`config.mk`:
```
export PLATFORM = sky130hd
export DESIGN_NAME = computer
export DESIGN_NICKNAME = d
export VERILOG_FILES = /design/src/rtl/arch_defs_pkg.sv /design/src/rtl/computer_if.sv /design/src/rtl/ram.sv /design/src/rtl/register_nbit.sv /design/src/rtl/computer.sv
export SDC_FILE = /design/constraint.sdc
export NUM_CORES = 2
export LEC_CHECK = 0
export ABC_AREA = 1
export CAP_MARGIN = 20
export CORE_ASPECT_RATIO = 1.4
export CORE_UTILIZATION = 59
export CTS_BUF_LIST = sky130_fd_sc_hd__clkbuf_4
export CTS_CLUSTER_SIZE = 14
export DETAILED_ROUTE_END_ITERATION = 12
export PLACE_DENSITY = 0.82
export SLEW_MARGIN = 10
export SYNTH_ARGS = -nofsm -noshare
export SYNTH_HDL_FRONTEND = slang
export SYNTH_SLANG_ARGS = --single-unit
```
`constraint.sdc`:
```
create_clock -name clk -period 6.01 [get_ports clk]
set_input_delay 1.803 -clock clk [delete_from_list [all_inputs] [get_ports clk]]
set_output_delay 1.803 -clock clk [all_outputs]
set_load 0.01 [all_outputs]
```
`src/rtl/arch_defs_pkg.sv`:
```
// Architecture definitions for the 8-bit SAP-2 style CPU.
// Holds datapath widths, the opcode and controller-state enums, and the
// has_operand() helper shared by the controller and anyone decoding IR.
package arch_defs_pkg;

  localparam int DATA_WIDTH = 8;
  localparam int ADDR_WIDTH = 8;
  localparam int RAM_DEPTH  = 256;

  typedef enum logic [7:0] {
    OP_NOP  = 8'h00,
    OP_LDI  = 8'h10,
    OP_LDA  = 8'h11,
    OP_STA  = 8'h12,
    OP_ADD  = 8'h20,
    OP_SUB  = 8'h21,
    OP_JMP  = 8'h30,
    OP_JZ   = 8'h31,
    OP_JC   = 8'h32,
    OP_OUTA = 8'h40,
    OP_HLT  = 8'hFF
  } opcode_t;

  typedef enum logic [1:0] {
    S_FETCH,
    S_DECODE,
    S_EXEC,
    S_HALT
  } state_t;

  // Two-byte instructions: the byte after the opcode is an immediate or address.
  function automatic logic has_operand(opcode_t op);
    case (op)
      OP_LDI, OP_LDA, OP_STA, OP_ADD, OP_SUB,
      OP_JMP, OP_JZ, OP_JC: return 1'b1;
      default:              return 1'b0;
    endcase
  endfunction

endpackage

```
`src/rtl/computer_if.sv`:
```
// Memory bus between the CPU controller (master) and the unified RAM (slave).
//   addr  : byte address
//   wdata : write data, sampled on the rising clock edge when we = 1
//   we    : write enable
//   rdata : combinational read of mem[addr]
interface computer_if;
  logic [arch_defs_pkg::ADDR_WIDTH-1:0] addr;
  logic [arch_defs_pkg::DATA_WIDTH-1:0] wdata;
  logic [arch_defs_pkg::DATA_WIDTH-1:0] rdata;
  logic                                 we;

  modport master (output addr, wdata, we, input rdata);
  modport slave  (input addr, wdata, we, output rdata);
endinterface

```
`src/rtl/ram.sv`:
```
// 256 x 8 unified program/data RAM. Not cleared by reset; contents are
// expected to be preloaded (e.g. hierarchical writes to mem) before reset
// is released.
//   clk : write clock
//   bus : slave side of the memory bus (combinational read, sync write)
module ram
  import arch_defs_pkg::*;
(
  input logic       clk,
  computer_if.slave bus
);

  logic [DATA_WIDTH-1:0] mem [0:RAM_DEPTH-1];

  assign bus.rdata = mem[bus.addr];

  always_ff @(posedge clk) begin
    if (bus.we) mem[bus.addr] <= bus.wdata;
  end

  // Simulation aid: list every non-zero location.
  task dump();
    for (int i = 0; i < RAM_DEPTH; i++)
      if (mem[i] != '0) $display("mem[%02h] = %02h", i, mem[i]);
  endtask

endmodule

```
`src/rtl/register_nbit.sv`:
```
// Generic N-bit load-enabled register with asynchronous active-low reset.
//   clk, reset   : clock, async active-low reset (clears to 0)
//   load         : capture data_in on the rising edge
//   data_in      : next value
//   latched_data : current contents
module register_nbit #(
  parameter int N = 8
) (
  input  logic         clk,
  input  logic         reset,
  input  logic         load,
  input  logic [N-1:0] data_in,
  output logic [N-1:0] latched_data
);

  always_ff @(posedge clk or negedge reset) begin
    if (!reset)    latched_data <= '0;
    else if (load) latched_data <= data_in;
  end

endmodule

```
`src/rtl/computer.sv`:
```
// Top level of the 8-bit SAP-2 style CPU. A three-state-per-instruction
// controller (fetch / decode / execute) drives PC, IR, OPR, A, flags and the
// OUT register against a unified 256-byte RAM. HLT parks the FSM in S_HALT
// until reset.
//   clk     : system clock
//   reset   : asynchronous active-low reset
//   out_val : contents of the OUT register
module computer
  import arch_defs_pkg::*;
(
  input  logic                  clk,
  input  logic                  reset,
  output logic [DATA_WIDTH-1:0] out_val
);

  computer_if bus ();

  state_t                state;
  logic [ADDR_WIDTH-1:0] pc;
  logic                  z, c;
  logic                  halt;

  logic [DATA_WIDTH-1:0] ir, opr, a_q, mem_rd;
  logic                  ir_ld, opr_ld, a_ld, out_ld;
  logic [DATA_WIDTH-1:0] a_d;
  logic [DATA_WIDTH:0]   add9, sub9;
  opcode_t               op;

  assign op     = opcode_t'(ir);
  assign mem_rd = bus.rdata;

  ram u_ram (
    .clk (clk),
    .bus (bus)
  );

  // Instruction/operand bytes come from PC; execute-phase accesses use OPR.
  assign bus.addr  = (state == S_EXEC) ? opr : pc;
  assign bus.wdata = a_q;
  assign bus.we    = (state == S_EXEC) && (op == OP_STA);

  // ALU: 9-bit results so bit 8 is carry (ADD) or borrow (SUB).
  assign add9 = {1'b0, a_q} + {1'b0, mem_rd};
  assign sub9 = {1'b0, a_q} - {1'b0, mem_rd};

  assign ir_ld  = (state == S_FETCH);
  assign opr_ld = (state == S_DECODE) && has_operand(op);
  assign out_ld = (state == S_EXEC) && (op == OP_OUTA);

  always_comb begin
    a_ld = 1'b0;
    a_d  = a_q;
    if (state == S_EXEC) begin
      case (op)
        OP_LDI:  begin a_ld = 1'b1; a_d = opr;        end
        OP_LDA:  begin a_ld = 1'b1; a_d = mem_rd;     end
        OP_ADD:  begin a_ld = 1'b1; a_d = add9[7:0];  end
        OP_SUB:  begin a_ld = 1'b1; a_d = sub9[7:0];  end
        default: ;
      endcase
    end
  end

  register_nbit #(.N(DATA_WIDTH)) u_register_IR (
    .clk (clk), .reset (reset), .load (ir_ld),
    .data_in (mem_rd), .latched_data (ir)
  );

  register_nbit #(.N(DATA_WIDTH)) u_register_OPR (
    .clk (clk), .reset (reset), .load (opr_ld),
    .data_in (mem_rd), .latched_data (opr)
  );

  register_nbit #(.N(DATA_WIDTH)) u_register_A (
    .clk (clk), .reset (reset), .load (a_ld),
    .data_in (a_d), .latched_data (a_q)
  );

  register_nbit #(.N(DATA_WIDTH)) u_register_OUT (
    .clk (clk), .reset (reset), .load (out_ld),
    .data_in (a_q), .latched_data (out_val)
  );

  // Controller: state, PC, flags and halt.
  always_ff @(posedge clk or negedge reset) begin
    if (!reset) begin
      state <= S_FETCH;
      pc    <= '0;
      z     <= 1'b0;
      c     <= 1'b0;
      halt  <= 1'b0;
    end else begin
      case (state)
        S_FETCH: begin
          pc    <= pc + 1'b1;
          state <= S_DECODE;
        end
        S_DECODE: begin
          if (has_operand(op)) pc <= pc + 1'b1;
          state <= S_EXEC;
        end
        S_EXEC: begin
          state <= S_FETCH;
          case (op)
            OP_ADD: begin
              c <= add9[8];
              z <= (add9[7:0] == '0);
            end
            OP_SUB: begin
              c <= ~sub9[8];            // set when no borrow
              z <= (sub9[7:0] == '0);
            end
            OP_JMP: pc <= opr;
            OP_JZ:  if (z) pc <= opr;
            OP_JC:  if (c) pc <= opr;
            OP_HLT: begin
              state <= S_HALT;
              halt  <= 1'b1;
            end
            default: ;
          endcase
        end
        S_HALT: ;
        default: state <= S_FETCH;
      endcase
    end
  end

endmodule

```
Yosys cells after proc, flatten, opt, wreduce, memory -nomap -nowiden

Memories as Yosys holds them, arrays and structs flattened.
Index checks and enable logic that the tools add are counted.

Flip-flop bits (word level): 44
Memory bits (writable): 2048
Bits of input ports: 2
Output and inout bits: 8
Memories: 1

Add/sub/neg operators: 3
Eq/ne operators: 16
Mux-type cells: 17
Bitwise gates (word level): 1
Reductions and logical operators: 14

Memory list:

| name      | depth | width | read ports | clocked after Yosys merged registers in | write ports | line      | source |
|---|---|---|---|---|---|---|---|
| u_ram.mem | 256   | 8     | 1          | 0                                       | 1           | ram.sv:13 | `logic [DATA_WIDTH-1:0] mem [0:RAM_DEPTH-1];` |

Operators by type and width:

| cell                                                   | count |
|---|---|
| one-hot mux 8 bit (3 select lines)                     | 2 |
| equality test 8 x 6 -> 1 bit (second input constant)   | 5 |
| two-way mux 8 bit                                      | 4 |
| one-hot mux 8 bit (4 select lines)                     | 1 |
| equality test 8 x 5 -> 1 bit (second input constant)   | 3 |
| logical NOT 8 bit                                      | 2 |
| adder 8 x 8 -> 9 bit                                   | 1 |
| subtractor 8 x 8 -> 9 bit                              | 1 |
| adder 8 x 1 -> 8 bit (second input constant)           | 1 |
| equality test 8 x 7 -> 1 bit (second input constant)   | 1 |
| equality test 8 bit (second input constant)            | 1 |
| OR reduction 8 bit                                     | 1 |
| two-way mux 1 bit                                      | 6 |
| inequality test 3 bit (second input constant)          | 2 |
| one-hot mux 2 bit (3 select lines)                     | 1 |
| AND reduction 5 bit                                    | 1 |
| inequality test 4 x 1 -> 1 bit (second input constant) | 1 |
| one-hot mux 1 bit (2 select lines)                     | 2 |
| nonzero test 4 bit                                     | 1 |
| OR reduction 4 bit                                     | 1 |
| logical AND 1 bit                                      | 3 |
| AND reduction 3 bit                                    | 1 |
| nonzero test 3 bit                                     | 1 |
| equality test 2 x 1 -> 1 bit (second input constant)   | 1 |
| 7 further kinds                                        | 7 |

Depth between registers and ports, before layout

Depth in word-level cells: 6
Mapped depth: 33
Depth with buffers taken out: 31

Modules after synthesis

Synthesis repeated with hierarchy kept, for this count alone.

Cells, all modules: 8529
Area, all modules: 88134.5 um^2

Modules (own cells, without submodules):

| module        | times used | cells each | area each (um^2) | seq. area each (um^2) |
|---|---|---|---|---|
| ram           | 1          | 8013       | 84696.2          | 61499.0 |
| computer      | 1          | 380        | 2217.1           | 300.3 |
| register_nbit | 4          | 34         | 305.3            | 200.2 |

Least setup slack after synthesis

No wires, ideal clock.

Kind: reg2reg
Start point: register u_register_A.latched_data[1]
End point: register z
Setup time: 0.077 ns
Arrival time: 5.542 ns
Data required time: 5.933 ns
Slack: 0.391 ns
Stages on the path, launching flop included: 11
Path through: dfrtp_1 -> inv_1 -> fa_1 -> o31ai_1 -> a21oi_1 -> o21ai_0 -> and2_1 -> nor2_1 -> o41ai_1 -> inv_1 -> a21oi_1

Longest elaborated chain between the ends: 3
Elaborated cells between the ends (all ways): 5
Classes of those cells: add/sub: 2; mux: 1; reduce/logical: 2

Ends and longest elaborated chain:

| item                                                                     | line                             | source |
|---|---|---|
| start, declared                                                          | register_nbit.sv:13              | `output logic [N-1:0] latched_data` |
| start signal, assigned                                                   | register_nbit.sv:18              | `else if (load) latched_data <= data_in;` |
| subtractor 8 x 8 -> 9 bit / adder 8 x 8 -> 9 bit (equally long branches) | computer.sv:44, computer.sv:43   |  |
| logical NOT 8 bit, on equally long branches                              | computer.sv:111, computer.sv:107 |  |
| one-hot mux 1 bit (2 select lines) *                                     | computer.sv:104                  | `case (op)` |
| end signal, assigned                                                     | computer.sv:107                  | `z <= (add9[7:0] == '0);` |
| end signal, assigned                                                     | computer.sv:111                  | `z <= (sub9[7:0] == '0);` |
| end, declared                                                            | computer.sv:20                   | `logic z, c;` |

Mark *: on every way between the ends. The rest lies on a longest branch, timed or not.
A chain may end at the register's enable or synchronous reset.

Final worst setup path

Start point: register state[0]
End point: register z

Longest elaborated chain between the ends: 6
Elaborated cells between the ends (all ways): 9
Classes of those cells: add/sub: 2; eq/ne: 1; mux: 2; reduce/logical: 3; memory: 1

Ends and longest elaborated chain:

| item                                                                     | line                             | source |
|---|---|---|
| start, declared                                                          | computer.sv:18                   | `state_t state;` |
| start signal, assigned                                                   | computer.sv:87                   | `state <= S_FETCH;` |
| start signal, assigned                                                   | computer.sv:96                   | `state <= S_DECODE;` |
| start signal, assigned                                                   | computer.sv:100                  | `state <= S_EXEC;` |
| equality test 2 bit *                                                    | computer.sv:38, computer.sv:93   |  |
| two-way mux 8 bit                                                        | computer.sv:38                   | `assign bus.addr = (state == S_EXEC) ? opr : pc;` |
| memory (256 x 8 bit)                                                     | --                               |  |
| subtractor 8 x 8 -> 9 bit / adder 8 x 8 -> 9 bit (equally long branches) | computer.sv:44, computer.sv:43   |  |
| logical NOT 8 bit, on equally long branches                              | computer.sv:111, computer.sv:107 |  |
| one-hot mux 1 bit (2 select lines)                                       | computer.sv:104                  |  |

Marks and branches as above.

==> summary.txt <==
Timing
  • Worst Slack Setup Final: 158.4 ps
  • Hold WS: 271.9 ps
  • Highest clock rate: 0.1709 GHz
  • Time the worst path needs with I/O delays and setup: 5852 ps
  • Tightest Pin Transition: 1251 ps
  • Final critical-path share of the clock period: between 90% and 100%
  • Max-slew headroom: between 10% and 20%
  • Final count of pins violating max slew: 0
  • Hold violation total from the final report: 0
  • Setup-violating endpoint count in the final report: 0
  • Largest clock skew in the final design: 127.7 ps
  • RSZ-0062 raised after global routing: false

CTS
  • Worst-case clock buffer depth: 4
  • Library cell used as clock root buffer: clkbuf_4
  • CTS sink cnt: between 2000 and 2500
  • H-tree levels: 5
  • Number of clock buffers inserted by TritonCTS: 449
  • Skew-Pair Late Insertion Delay: between 1000 and 1500 ps
  • Clock-pin slew of the registers on the worst-case setup and hold paths: 70 ps
  • TritonCTS clock tree: yes
  • Cts hold-fix bufs: 0

Synthesis
  • Number of distinct library cell variants in the gate-level netlist after synthesis: 49
  • Net count after synthesis: 5444
  • Area share of fa/ha/maj cells after synthesis: 0.4020%
  • Post-Syn Instances: 5417
  • Post-synth ARST share: 2.103%
  • Cell taking the most area after synthesis: edfxtp_1
  • Number of enable-type register cells in the synthesized netlist: approximately 2000
  • Biggest area contributors in the synthesized netlist: edfxtp_1 (77%), o22ai_1 (5.9%), nand3_1 (2.8%), nand2_1 (2.5%), o21ai_0 (2.4%)
  • Post-Syn Area per Cell: 14.71 µm²
  • Most used DFF post-synth: edfxtp_1
  • Sequential fraction of the synthesis area: 78.57%
  • Mux contribution to synthesized area: 0.07067%
  • Area share of the largest cell type after synthesis: 77.19%
  • Yosys synthesis warning count: 0
  • Xor/xnor cell area share of the yosys netlist: less than 1%
  • Main combinational cell family by area after synthesis: compound AO/OA/AOI/OAI gates
  • Area share of and/or/nand/nor cells after synthesis: 7.929%
  • Compound-cell area share of the yosys netlist: 10.41%
  • Number of flip-flops and latches in the synthesized netlist: 2092
  • Area of the mapped netlist: 79670 µm²

Finish
  • Fraction of final layout cells with drive strength greater than 1: 15.94%
  • Final cell count without fillers: 7840
  • Layout Nets: 5784
  • Share of the core filled with cells in the final layout: between 60% and 70%
  • Fin area: 88360 µm²
  • Syn-to-layout area delta: 10.91%

GRT
  • Total routing resource utilization after global routing: around 34%
  • First-pass GRT wire length: 335500 µm
  • Largest net degree at the start of global routing: roughly 210
  • Vias in the first global route: 52650
  • Layer with the highest usage after global routing: met2
  • Met2 track utilization from global routing: 53.73%
  • Met1 Usage GRT: 39.23%
  • Total grt overflow: 0
  • Global-route track usage on met3: roughly a tenth
  • Initial antenna violation count: 7

Power
  • Switching power summed over all nets: between 5 and 6 mW
  • Largest vdd supply drop: 240.6 µV
  • Cell internal pwr: 21.00 mW
  • Sw Ratio: ~20%
  • Combinational share of power: 0%
  • Cell leakage power: between 20 and 25 nW
  • Proportion of power drawn by flip-flops and latches: about three fifths
  • Clock power frac: 40.1%
  • Pwr Density: a little under 300 nW/µm²

Status
  • Outcome: completed

Die
  • I/O pin cnt: 10
  • Number of placement rows: 159
  • Height of the die: about 440 µm
  • Area of the core region: 134100 µm²
  • Die Width: 312.6 µm
  • Overall die area: 136500 µm²
  • Effective utilization at floorplan: 59.42%

Setup path
  • CP max stage delay: 970 ps
  • CP startpoint kind: flip-flop
  • CP Data Arrival Time: 7100 ps
  • Register-to-register setup slack: 160 ps
  • RR Startpoint: state[0]
  • Crit. Startpoint: state[0]
  • Worst Setup EP: z
  • Cell with the largest stage delay on the worst path: o22ai_1
  • Highest fanout seen on the critical path: 17
  • Required @ worst endpoint: 7250 ps
  • Endpoint kind of the worst setup timing path: flip-flop
  • Logic depth of the worst register-to-register path: 20
  • Worst-path cell chain: inv_1, ha_2, buf_6, inv_2, nand2_1, nand2_1, inv_1, nor2_1, inv_1, nor2_1, inv_2, o22ai_1, nor2_1, nand3_1, nor2_2, ha_1, xor2_1, o41ai_1, inv_1, a21oi_1
  • Most used cell along the critical path: inv_1
  • FF-to-FF End: z
  • Startpoint-to-endpoint class of the critical path: reg -> reg

Drt
  • Number of vias in the routed layout: 54070
  • Initial drt markers: approximately 9300
  • Remaining DRCs: 0
  • Number of nets with antenna violations after routing: 0
  • Post-detailed-routing wire length: roughly 240000 µm
  • Via-per-instance ratio: between 6 and 7
  • Post-DR wirelength/cell: 30.31 µm
  • Detailed Routing Iterations Pass 1: 12

Place
  • Instance count after placement with tap cells included: 7057
  • DP Worst Slack: -92.84 ps
  • Buffers added on ports: 9
  • Last weighted congestion value of the routability-driven placer: between 0.9 and 1
  • Placed cell areas: 82500 µm²
  • Detailed-placement wirelength estimate: 136300 µm

Worst hold path
  • Worst hold path class: in -> async

Flow run
  • Count of max-cap constraint violations: 0
-- power groups by stage --
stage / registers, mW / logic, mW / clock network, mW
2_1_floorplan: 16.1 / 0.00000615 / 0
3_3_place_gp: 16.1 / 0.00626 / 0
3_5_place_dp: 16.1 / 0.00624 / 0
4_1_cts: 15.7 / 0.00625 / 10.5
5_1_grt: 15.7 / 0.00882 / 11.2
6_report: 15.7 / 0.00744 / 10.5
-- cells in the mapped netlist (16+ instances only) --
library cell,count
buf_4,16
buf_2,191
nand3_1,451
a22oi_1,73
a41oi_1,20
clkbuf_1,136
ha_1,24
o21ai_1,59
inv_1,82
nand4_1,78
o21ai_0,375
nor2_1,370
edfxtp_1,2048
a21oi_1,47
dfrtp_1,44
nand2_1,521
o22ai_1,756
-- timing repair --
| item | CTS | global route |
|---|---|---|
| pin swaps | 1 | 8 |
| endpoints found under the setup margin | 1 | 6 |
| setup buffers | 1 | 11 |
| gates cloned | 0 | 6 |
| gates resized for setup | 3 | 19 |
-- cell type report --
cell class	instances	area (µm²)
flip-flops and latches	2092	62630
repair buffers	243	2391
inverters	97	416.7
well taps	1771	2216
fillers	8682	45720
clock buffers	633	4752
repair inverters	1	11.26
multi-input cells	2873	15180
clock inverters	120	745.7
diodes	10	25.02
-- cells by family after synthesis --
logic type | after synthesis
compound gates | 1381
flops | 2092
buf+inv | 455
fa+ha+maj | 25
xor+xnor | 6
simple gates | 1453
mux | 5
-- metal layers --
layer | vias up | wire, µm
met3 | 1138 | 33080
met4 | 8 | 20380
met5 | - | 54
met2 | 5134 | 111700
met1 | 25750 | 72430
li1 | 22040 | -
-- registers in the layout, indices dropped and copies added (netlist names) --
name and count:
u_ram.mem 2048, pc 8, u_register_A.latched_data 8, u_register_IR.latched_data 8, u_register_OPR.latched_data 8, u_register_OUT.latched_data 8, state 2, c 1
z 1
-- through the flow --
step / power, mW / TNS [ps]
2_1_floorplan: 16.07 / 0
6_report: 26.30 / 0
5_1_grt: 26.94 / 0
4_1_cts: 26.28 / 0
3_3_place_gp: 16.08 / 0
3_5_place_dp: 16.08 / -92.84
-- how the worst min path moves through the flow --
| stage | from | endpoint | slack, ps | cells past startpoint |
|---|---|---|---|---|
| 6_report | reset | pc[1] | 270 | 1 |
| 5_1_grt | reset | pc[5] | 240 | 1 |
| 4_1_cts | u_register_OUT.latched_data[4] | u_register_OUT.latched_data[4] | 500 | 2 |
| 3_5_place_dp | u_register_OUT.latched_data[4] | u_register_OUT.latched_data[4] | 480 | 2 |
| 3_3_place_gp | u_register_OUT.latched_data[4] | u_register_OUT.latched_data[4] | 470 | 2 |
| 2_1_floorplan | c | c | 450 | 2 |
-- worst max-delay path, delay by kind of cell, from the launching register on --
kind / cells / cell delay [ps]
xor+xnor: 1 / 190
buf+inv: 7 / 1280
compound gates: 3 / 1410
fa+ha+maj: 2 / 590
simple gates: 7 / 1840
flops: 1 / 410
-- layout by cell type, fill, tap and decap left out, drive strengths merged, types with 8 or more instances in the layout --
| cell | instances |
|---|---|
| edfxtp | 2048 |
| o22ai | 756 |
| clkbuf | 635 |
| nand2 | 527 |
| nand3 | 451 |
| o21ai | 437 |
| nor2 | 382 |
| buf | 233 |
| clkinv | 107 |
| inv | 100 |
| nand4 | 78 |
| a22oi | 73 |
| a21oi | 47 |
| dfrtp | 44 |
| ha | 24 |
| a41oi | 20 |
| a22o | 14 |
| nor3 | 12 |
| diode | 10 |
| bufinv | 10 |
| o22a | 8 |
| o221ai | 8 |
| clkdlybuf4s50 | 8 |
No activity file was read; power rests on OpenSTA's default activity.
